### src/rtl/col_reduce_pkg.sv
// ============================================================================
//  Module   : col_reduce_pkg
//  Purpose  : Shared types, sizes and helpers for the colorReduce config path.
//  Revision : 1.0  initial release
// ============================================================================
`default_nettype none

package col_reduce_pkg;

    localparam int              NUM_SLOTS = 4;
    localparam int              SLOT_W    = 2;
    localparam int              VAL_W     = 3;
    localparam logic [VAL_W-1:0] VAL_MAX  = 3'd7;

    typedef enum logic [2:0] {
        IDLE    = 3'd0,
        PENDING = 3'd1,
        WRITE   = 3'd2,
        GAP     = 3'd3,
        SETTLE  = 3'd4
    } cfg_state_t;

    function automatic logic [SLOT_W-1:0] lowest_slot(input logic [NUM_SLOTS-1:0] mask);
        lowest_slot = '0;
        for (int i = NUM_SLOTS - 1; i >= 0; i--) begin
            if (mask[i]) lowest_slot = SLOT_W'(i);
        end
    endfunction

    function automatic logic [NUM_SLOTS-1:0] slot_onehot(input logic [SLOT_W-1:0] slot);
        slot_onehot = '0;
        slot_onehot[slot] = 1'b1;
    endfunction

endpackage

`default_nettype wire

### src/rtl/col_reduce_cfg_ctrl_shadow_bank.sv
// ============================================================================
//  Module   : cfg_shadow_bank
//  Purpose  : User-edited shadow settings, dirty tracking and slot cursor.
//  Revision : 1.0  initial release
// ============================================================================
`default_nettype none

module cfg_shadow_bank
    import col_reduce_pkg::*;
#(
    parameter logic [VAL_W-1:0] DEFAULT_VAL = 3'd4
) (
    input  logic                            clk,
    input  logic                            reset,
    input  logic                            btn_next,
    input  logic                            btn_up,
    input  logic                            btn_down,
    input  logic                            btn_bright,
    input  logic [NUM_SLOTS-1:0]            clr_dirty,
    input  logic                            clr_bright_dirty,
    output logic [NUM_SLOTS-1:0][VAL_W-1:0] shadow,
    output logic [NUM_SLOTS-1:0]            dirty,
    output logic                            bright_flag,
    output logic                            bright_dirty,
    output logic [SLOT_W-1:0]               cur_sel,
    output logic [VAL_W-1:0]                cur_val
);

    logic [NUM_SLOTS-1:0][VAL_W-1:0] shadow_q, shadow_d;
    logic [NUM_SLOTS-1:0]            dirty_q, dirty_d;
    logic                            bright_q, bright_d;
    logic                            bdirty_q, bdirty_d;
    logic [SLOT_W-1:0]               sel_q, sel_d;

    // Clears are applied first so an edit in the same cycle re-marks the slot.
    always_comb begin
        shadow_d = shadow_q;
        dirty_d  = dirty_q & ~clr_dirty;
        bright_d = bright_q;
        bdirty_d = bdirty_q & ~clr_bright_dirty;
        sel_d    = sel_q;

        if (btn_up && !btn_down) begin
            if (shadow_q[sel_q] != VAL_MAX) begin
                shadow_d[sel_q] = shadow_q[sel_q] + VAL_W'(1);
                dirty_d[sel_q]  = 1'b1;
            end
        end else if (btn_down && !btn_up) begin
            if (shadow_q[sel_q] != '0) begin
                shadow_d[sel_q] = shadow_q[sel_q] - VAL_W'(1);
                dirty_d[sel_q]  = 1'b1;
            end
        end

        if (btn_bright) begin
            bright_d = ~bright_q;
            bdirty_d = 1'b1;
        end

        if (btn_next) sel_d = sel_q + SLOT_W'(1);
    end

    always_ff @(posedge clk or negedge reset) begin
        if (!reset) begin
            shadow_q <= {NUM_SLOTS{DEFAULT_VAL}};
            dirty_q  <= '0;
            bright_q <= 1'b0;
            bdirty_q <= 1'b0;
            sel_q    <= '0;
        end else begin
            shadow_q <= shadow_d;
            dirty_q  <= dirty_d;
            bright_q <= bright_d;
            bdirty_q <= bdirty_d;
            sel_q    <= sel_d;
        end
    end

    assign shadow       = shadow_q;
    assign dirty        = dirty_q;
    assign bright_flag  = bright_q;
    assign bright_dirty = bdirty_q;
    assign cur_sel      = sel_q;
    assign cur_val      = shadow_q[sel_q];

endmodule

`default_nettype wire

### src/rtl/col_reduce_cfg_ctrl.sv
// ============================================================================
//  Module   : col_reduce_cfg_ctrl
//  Purpose  : Frame-aligned commit sequencer for colorReduce selector settings.
//  Revision : 1.0  initial release
// ============================================================================
`default_nettype none

module col_reduce_cfg_ctrl
    import col_reduce_pkg::*;
#(
    parameter logic [VAL_W-1:0] DEFAULT_VAL   = 3'd4,
    parameter int               CHG_CYCLES    = 2,
    parameter int               GAP_CYCLES    = 1,
    parameter int               SETTLE_CYCLES = 4
) (
    input  logic              clk,
    input  logic              reset,
    input  logic              btn_next,
    input  logic              btn_up,
    input  logic              btn_down,
    input  logic              btn_bright,
    input  logic              btn_apply,
    input  logic              frame_end,
    output logic [SLOT_W-1:0] switch_sels,
    output logic [VAL_W-1:0]  switch_vals,
    output logic              change,
    output logic              brighter,
    output logic [SLOT_W-1:0] cur_sel,
    output logic [VAL_W-1:0]  cur_val,
    output logic              pending,
    output logic              cfg_busy
);

    localparam int MAX_CG  = (CHG_CYCLES > GAP_CYCLES) ? CHG_CYCLES : GAP_CYCLES;
    localparam int CNT_MAX = (MAX_CG > SETTLE_CYCLES) ? MAX_CG : SETTLE_CYCLES;
    localparam int CNT_W   = (CNT_MAX > 1) ? $clog2(CNT_MAX) : 1;

    logic [NUM_SLOTS-1:0][VAL_W-1:0] shadow;
    logic [NUM_SLOTS-1:0]            dirty;
    logic                            bright_flag;
    logic                            bright_dirty;
    logic [NUM_SLOTS-1:0]            clr_dirty;
    logic                            clr_bright_dirty;

    cfg_state_t          state_q, state_d;
    logic [CNT_W-1:0]    cnt_q, cnt_d;
    logic [NUM_SLOTS-1:0] commit_q, commit_d;
    logic [SLOT_W-1:0]   sels_q, sels_d;
    logic [VAL_W-1:0]    vals_q, vals_d;
    logic                brighter_q, brighter_d;

    logic [NUM_SLOTS-1:0] src_mask;
    logic [SLOT_W-1:0]    next_slot;
    logic [NUM_SLOTS-1:0] next_1h;

    cfg_shadow_bank #(
        .DEFAULT_VAL (DEFAULT_VAL)
    ) u_bank (
        .clk              (clk),
        .reset            (reset),
        .btn_next         (btn_next),
        .btn_up           (btn_up),
        .btn_down         (btn_down),
        .btn_bright       (btn_bright),
        .clr_dirty        (clr_dirty),
        .clr_bright_dirty (clr_bright_dirty),
        .shadow           (shadow),
        .dirty            (dirty),
        .bright_flag      (bright_flag),
        .bright_dirty     (bright_dirty),
        .cur_sel          (cur_sel),
        .cur_val          (cur_val)
    );

    // The first slot comes from the live dirty mask; later ones from the latched mask.
    assign src_mask  = (state_q == PENDING) ? dirty : commit_q;
    assign next_slot = lowest_slot(src_mask);
    assign next_1h   = slot_onehot(next_slot);

    always_comb begin
        state_d          = state_q;
        cnt_d            = cnt_q;
        commit_d         = commit_q;
        sels_d           = sels_q;
        vals_d           = vals_q;
        brighter_d       = brighter_q;
        clr_dirty        = '0;
        clr_bright_dirty = 1'b0;

        unique case (state_q)
            IDLE: begin
                if (btn_apply && ((dirty != '0) || bright_dirty)) state_d = PENDING;
            end
            PENDING: begin
                if (frame_end) begin
                    cnt_d = '0;
                    if (bright_dirty) begin
                        brighter_d       = bright_flag;
                        clr_bright_dirty = 1'b1;
                    end
                    if (dirty != '0) begin
                        state_d   = WRITE;
                        sels_d    = next_slot;
                        vals_d    = shadow[next_slot];
                        clr_dirty = next_1h;
                        commit_d  = dirty & ~next_1h;
                    end else begin
                        state_d = SETTLE;
                    end
                end
            end
            WRITE: begin
                if (cnt_q == CNT_W'(CHG_CYCLES - 1)) begin
                    cnt_d   = '0;
                    state_d = GAP;
                end else begin
                    cnt_d = cnt_q + CNT_W'(1);
                end
            end
            GAP: begin
                if (cnt_q == CNT_W'(GAP_CYCLES - 1)) begin
                    cnt_d = '0;
                    if (commit_q != '0) begin
                        state_d   = WRITE;
                        sels_d    = next_slot;
                        vals_d    = shadow[next_slot];
                        clr_dirty = next_1h;
                        commit_d  = commit_q & ~next_1h;
                    end else begin
                        state_d = SETTLE;
                    end
                end else begin
                    cnt_d = cnt_q + CNT_W'(1);
                end
            end
            SETTLE: begin
                if (cnt_q == CNT_W'(SETTLE_CYCLES - 1)) begin
                    cnt_d   = '0;
                    state_d = IDLE;
                end else begin
                    cnt_d = cnt_q + CNT_W'(1);
                end
            end
            default: begin
                state_d = IDLE;
                cnt_d   = '0;
            end
        endcase
    end

    always_ff @(posedge clk or negedge reset) begin
        if (!reset) begin
            state_q    <= IDLE;
            cnt_q      <= '0;
            commit_q   <= '0;
            sels_q     <= '0;
            vals_q     <= '0;
            brighter_q <= 1'b0;
        end else begin
            state_q    <= state_d;
            cnt_q      <= cnt_d;
            commit_q   <= commit_d;
            sels_q     <= sels_d;
            vals_q     <= vals_d;
            brighter_q <= brighter_d;
        end
    end

    assign switch_sels = sels_q;
    assign switch_vals = vals_q;
    assign change      = (state_q == WRITE);
    assign brighter    = brighter_q;
    assign pending     = (state_q == PENDING);
    assign cfg_busy    = (state_q != IDLE);

endmodule

`default_nettype wire

### config.mk
export PLATFORM = sky130hd
export DESIGN_NAME = col_reduce_cfg_ctrl
export DESIGN_NICKNAME = d
export VERILOG_FILES = /design/src/rtl/col_reduce_pkg.sv /design/src/rtl/col_reduce_cfg_ctrl_shadow_bank.sv /design/src/rtl/col_reduce_cfg_ctrl.sv
export SDC_FILE = /design/constraint.sdc
export NUM_CORES = 1
export LEC_CHECK = 0
export BUFFER_PORTS_ARGS = -buffer_cell sky130_fd_sc_hd__clkbuf_2
export CORE_MARGIN = 1.5
export CORE_UTILIZATION = 55
export CTS_CLUSTER_DIAMETER = 60
export CTS_CLUSTER_SIZE = 12
export DETAILED_ROUTE_END_ITERATION = 12
export PLACE_DENSITY = 0.82
export SLEW_MARGIN = 25
export SYNTH_ARGS = -nofsm -noshare
export SYNTH_HDL_FRONTEND = slang
export SYNTH_HIERARCHICAL = 1
export SYNTH_SLANG_ARGS = --single-unit
### constraint.sdc
create_clock -name clk -period 5.6 [get_ports clk]
set_input_delay 0 -clock clk [delete_from_list [all_inputs] [get_ports clk]]
set_output_delay 0 -clock clk [all_outputs]
set_load 0.02 [all_outputs]
-- Word level (Yosys, flattened, before mapping)
Cells that the tools add are included.
- bits in registers: 35
- input port bits: 8
- output and inout port bits: 14
- word-level logic and storage cells: 131
- add/subtract/negate cells: 4
- magnitude comparators: 4
- eq/ne operators: 15
- multiplexer cells: 62
- bitwise gates (word level): 10
- reductions and logical operators: 22
- operators by type and width (cell ; number):
    4-bit two-way mux ; 13
    12-bit two-way mux ; 4
    3-bit two-way mux ; 14
    12-bit bitwise mux ; 2
    2-bit two-way mux ; 12
    4-bit one-hot mux with 2 select lines ; 2
    3-bit one-hot mux with 5 select lines ; 1
    4-bit AND ; 3
    3-bit binary-select mux with 2-bit select ; 2
    2-bit inequality test, second input constant ; 6
    2-bit one-hot mux with 5 select lines ; 1
    5-bit AND reduction ; 2
    4-bit NOT ; 2
    4-bit nonzero test ; 2
    3-bit demux with 2-bit select ; 1
    3-bit by 2-bit == test with 1-bit output, second input constant ; 2
    2-bit by 3-bit < comparator with 1-bit output, second input constant ; 2
    1-bit two-way mux ; 6
    3-bit one-hot mux with 2 select lines ; 1
    3-bit AND reduction ; 2
    2-bit nonzero test ; 3
    3-bit nonzero test ; 2
    1-bit logical AND ; 5
    2-bit by 1-bit adder with 2-bit output, second input constant ; 2
    other kinds (19) ; 25

-- Longest topological paths before layout
- depth after elaboration: 19
- gate-level depth with buffers: 8
- mapped depth without buffers: 7

-- Modules after synthesis
Netlist, hierarchy kept.
- by module, submodules not included (module ; times used ; cells an instance ; area each (sq um) ; sequential area each (sq um)):
    col_reduce_cfg_ctrl ; 1 ; 133 ; 1169.9 ; 375.4
    cfg_shadow_bank ; 1 ; 86 ; 1126.1 ; 505.5

-- Least setup slack after synthesis
OpenSTA, ideal clock, no wires.
- path type: flip-flop to flip-flop
- start: register u_bank.sel_q[0], in the netlist u_bank/cur_sel[0]
- end: register with a tool-made name
- library setup time: 0.128 ns
- arrival: 2.714 ns
- data required time: 5.472 ns
- setup slack: 2.759 ns
- cell stages (with the launch flop): 8
- path buffers: 1
- period minus slack after synthesis: 2.841 ns
- cells stage by stage: dfrtp_1 buf_6 mux4_1 ha_1 ha_1 a21oi_1 o211ai_2 mux2_1
- RTL lines (item ; line ; source):
    start, declared ; col_reduce_cfg_ctrl_shadow_bank.sv:33 ; logic [SLOT_W-1:0] sel_q, sel_d;
    start signal, assigned ; col_reduce_cfg_ctrl_shadow_bank.sv:75 ; sel_q <= sel_d;

-- Final worst setup path
- start: register u_bank.sel_q[0], in the netlist u_bank/cur_sel[0]
- end: register u_bank.shadow_q (netlist bit u_bank/shadow[7])
- longest elaborated chain between the ends: 8
- elaborated cells on any way between the ends: 20
- classes of those cells: 2 x add/sub; 2 x order compare; 2 x eq/ne; 10 x mux; 4 x reduce/logical
- ends and longest elaborated chain (item ; line ; source):
    2-bit by 3-bit < comparator with 1-bit output (implied by the code) / 2-bit by 1-bit >= comparator with 1-bit output (equally long branches) ; col_reduce_cfg_ctrl_shadow_bank.sv:45, col_reduce_cfg_ctrl_shadow_bank.sv:50 ;
    1-bit logical AND (implied by the code) ; col_reduce_cfg_ctrl_shadow_bank.sv:45, col_reduce_cfg_ctrl_shadow_bank.sv:50 ;
    3-bit two-way mux (implied by the code) ; col_reduce_cfg_ctrl_shadow_bank.sv:45, col_reduce_cfg_ctrl_shadow_bank.sv:50 ;
    3-bit demux with 2-bit select ; n/a ;
    12-bit bitwise mux ; col_reduce_cfg_ctrl_shadow_bank.sv:50 ; shadow_d[sel_q] = shadow_q[sel_q] - VAL_W'(1);
    12-bit two-way mux ; col_reduce_cfg_ctrl_shadow_bank.sv:49 ; if (shadow_q[sel_q] != '0) begin
    12-bit two-way mux ; col_reduce_cfg_ctrl_shadow_bank.sv:48 ; end else if (btn_down && !btn_up) begin
    12-bit two-way mux ; col_reduce_cfg_ctrl_shadow_bank.sv:43 ; if (btn_up && !btn_down) begin
    end signal, assigned ; col_reduce_cfg_ctrl_shadow_bank.sv:65 ; shadow_q <= {NUM_SLOTS{DEFAULT_VAL}};
    end signal, assigned ; col_reduce_cfg_ctrl_shadow_bank.sv:71 ; shadow_q <= shadow_d;
    end, declared ; col_reduce_cfg_ctrl_shadow_bank.sv:29 ; logic [NUM_SLOTS-1:0][VAL_W-1:0] shadow_q, shadow_d;
Several ways; a longest one is shown, not always the timed one. The select of a mux whose other input is x is not followed.
A chain may end at the register's enable or synchronous reset.

==> flow_summary.rst <==
.. list-table::
   :header-rows: 1

   * - Metric
     - Value
   * - Outcome
     - finished, final reports clean
   * - Synthesis-stage register bit count
     - 35
   * - Vertical die dimension
     - 67.61 microns
   * - Max Slew Vio Count
     - 0
   * - Post-synthesis cell type count
     - 53
   * - Total leakage power
     - 1.126 nW
   * - Number of levels the H-tree was split into
     - 2
   * - Share of Yosys cell area claimed by the top area cell type
     - 33.79%
   * - # rows
     - 23
   * - Register clock-pin slew on the reported worst setup and hold paths
     - 0.07 ns
   * - Worst-skew pair later-pin latency
     - 0.29 ns
   * - Global-route usage over all layers
     - 23.88%
   * - Final ANT Viol Nets
     - 0
   * - Number of vias per cell
     - 5.997
   * - Setup crit end kind
     - register
   * - Dominant register cell in the synthesized netlist
     - dfrtp_1
   * - Number of diodes
     - 0
   * - Warnings from Yosys
     - 6
   * - Max Cap Viol
     - 0
   * - Area grow syn2layout
     - 10.68%
   * - Number of detailed-route iterations in the first pass
     - 4
   * - Achievable Freq
     - 345.0 MHz
   * - Mean instance size in the synthesized netlist
     - 10.48 sq um
   * - Setup repair after global routing missed its margin
     - false
   * - Total Nets Final
     - 263
   * - Residual DRC
     - 0
   * - Overall die width
     - 67.61 microns
   * - Fraction of registers with async set/reset
     - 100.0%
   * - Final setup violation count
     - 0
   * - Wire length of the first global-routing pass
     - 8121 microns
   * - Post-synthesis instance total
     - 219
   * - Number of buffers created by CTS
     - 5
   * - Initial core utilization
     - 57.40%
   * - Count of final hold-check violations
     - 0
   * - Worst Clk Skew
     - 0.009402 ns
   * - Clk sinks
     - 35
   * - Detail-routed net length per standard cell
     - 16.45 microns
   * - Relative slew slack
     - 49.05%
   * - Power density over the cells
     - 643.1 mW/mm^2
   * - Residual overflow from global routing
     - 0
   * - Transition time at the pin with the least slew margin
     - 0.7573 ns
   * - Count of instances resized after the clock tree is built
     - 0
   * - Core outline area
     - 0.004000 sq mm
   * - Fraction of final layout cells with drive strength greater than 1
     - 20.99%
   * - Post-detailed-routing wire length
     - 4820 microns
   * - Top-Level Pins
     - 22
   * - Maximum number of pins on one net before global-route repair
     - 36
   * - Path type of the worst min-delay path
     - in2reg
   * - Count of port buffers added during placement
     - 21
   * - Sequential share of the synthesized area
     - 38.37%
   * - Data arrival time of the critical path
     - 3.07 ns
   * - Finished Core Util
     - 63.53%
   * - Crit path max fanout
     - 9
   * - Vias in the first global route
     - 1,731
   * - DR vias
     - 1,757
   * - HPWL after detailed placement
     - 3529 microns
   * - Root buffer cell
     - clkbuf_8
   * - CTS tree
     - yes
   * - Startpoint class of the critical path
     - register
   * - Main area contributors after synthesis
     - dfrtp_1, ha_1, dfstp_2
   * - Last weighted congestion value of the routability-driven placer
     - 0.8407
   * - Worst-case vdd ir drop
     - 0.2906 mV
   * - Tot Pwr
     - 1.634 mW
   * - Cell type with the highest aggregate area in the netlist
     - dfrtp_1
   * - Die footprint
     - 0.004571 sq mm
   * - Worst Path Required
     - 5.77 ns
   * - CTS max path bufs
     - 2
   * - Post-Synthesis Cell Area
     - 0.002296 sq mm
   * - EDFF count, synth
     - 0
   * - Violation count after the first detailed-routing iteration
     - 148
   * - Total nets after synthesis
     - 240
   * - Minimum clock period
     - 2.899 ns
   * - Initial antenna violation count
     - 0
   * - Setup tns final
     - 0 ns
   * - Setup CP Type
     - reg2reg
   * - Part of the cycle the worst path needs
     - 51.76%
synthesized netlist by cell type, types with 2 or more instances:
cell / number
dfstp_2: 4
nand2b_1: 8
mux2i_1: 2
nor2b_1: 4
o211ai_2: 4
and2_1: 2
buf_6: 3
a21o_1: 3
nor4_1: 2
a221oi_1: 3
nor3b_1: 3
a211oi_1: 2
nand3b_1: 4
mux2_2: 5
buf_2: 2
mux2_1: 8
dfrtp_1: 31
nor2_1: 15
o211ai_1: 2
nor4bb_1: 2
ha_1: 13
o21ai_0: 7
o221ai_1: 4
xor2_1: 2
a21oi_1: 10
nor3_1: 5
inv_1: 16
mux4_1: 3
or3b_2: 2
clkbuf_1: 4
nand2_1: 13
a32oi_1: 3
a22o_1: 4
nor4b_1: 2
o22a_1: 4
repair_timing:
action                    4_1_cts  5_1_grt
buffers inserted                0        0
hold buffers                    4        0
hold endpoints to repair       36        0
layer usage:
| layer | vias up | wire, microns | track usage [%] |
|---|---|---|---|
| li1 | 851 | - | - |
| met4 | 0 | 49 | 9.949 |
| met2 | 29 | 2304 | 38.36 |
| met5 | - | 0 | 0 |
| met1 | 873 | 2311 | 32.41 |
| met3 | 4 | 154 | 3.167 |
final timing paths:
path                                    start                 end  slack (ns)  cells past startpoint
min                                 frame_end            cnt_q[1]        0.12                      4
min in group asynchronous               reset         commit_q[1]        0.32                      2
max reg2reg                 u_bank/cur_sel[0]    u_bank/shadow[7]        2.70                      6
max                         u_bank/cur_sel[0]    u_bank/shadow[7]        2.70                      6
min reg2reg                u_bank/bright_flag  u_bank/bright_flag        0.47                      1
max in group asynchronous               reset           async pin        4.79                      2
layout make-up:
class	instances	area [sq um]
fillers	330	1459
multi-input cells	159	1301
flip-flops and latches	35	880.8
repair buffers	25	145.1
clock buffers	7	86.33
well taps	50	62.56
inverters	16	60.06
clock inverters	1	5.005
cells by family after synthesis:
logic type                 Yosys count  synth area share (%)
xor gates and xnor gates             3                 1.145
muxes                               20                 12.32
AOI/OAI and AO/OA                   51                 17.60
adders and majority gates           13                 7.085
and+or+nand+nor                     72                 18.31
buffers and inverters               25                 5.177
DFF                                 35                 38.36
critical path: stages, from the launching register on:
cell and delay [ns]:
dfrtp_1 0.55, mux4_1 0.66, ha_1 0.23, ha_1 0.26
a21oi_1 0.49, o211ai_2 0.23, mux2_1 0.36
cell usage in the layout (no fill, tap or decap), types with 3 or more instances in the layout:
cell	instances
mux2_2	5
mux2_1	8
o22a_1	4
a21o_1	3
nand3b_1	4
nand2b_1	8
a21oi_1	10
nor2b_1	4
clkbuf_8	6
a22o_1	4
nor2_1	15
o211ai_2	4
o21ai_0	7
dfrtp_1	31
clkbuf_2	20
inv_1	16
nand2_1	13
dfstp_2	4
mux4_1	3
o221ai_1	4
dlygate4sd3_1	4
nor3_1	5
a221oi_1	3
ha_1	13
a32oi_1	3
metrics by stage:
step / cell area [sq um] / hold slack, ns / cells / setup WS (ns)
finish: 2541 / 0.1205 / 293 / 2.701
global route: 2541 / 0.1631 / 293 / 2.549
CTS: 2536 / 0.1283 / 293 / 2.723
detailed placement: 2405 / 0.1574 / 281 / 2.730
global placement: 2405 / 0.1394 / 281 / 2.870
floorplan: 2296 / -0.2956 / 219 / 2.759
power breakdown:
group / total [mW] / internal [mW] / switching (mW)
Combinational: 0.894 / 0.401 / 0.493
Clock: 0.189 / 0.0992 / 0.0902
Sequential: 0.551 / 0.377 / 0.174
Total: 1.63 / 0.877 / 0.757
Note: power is estimated with default switching activity, not from simulation.
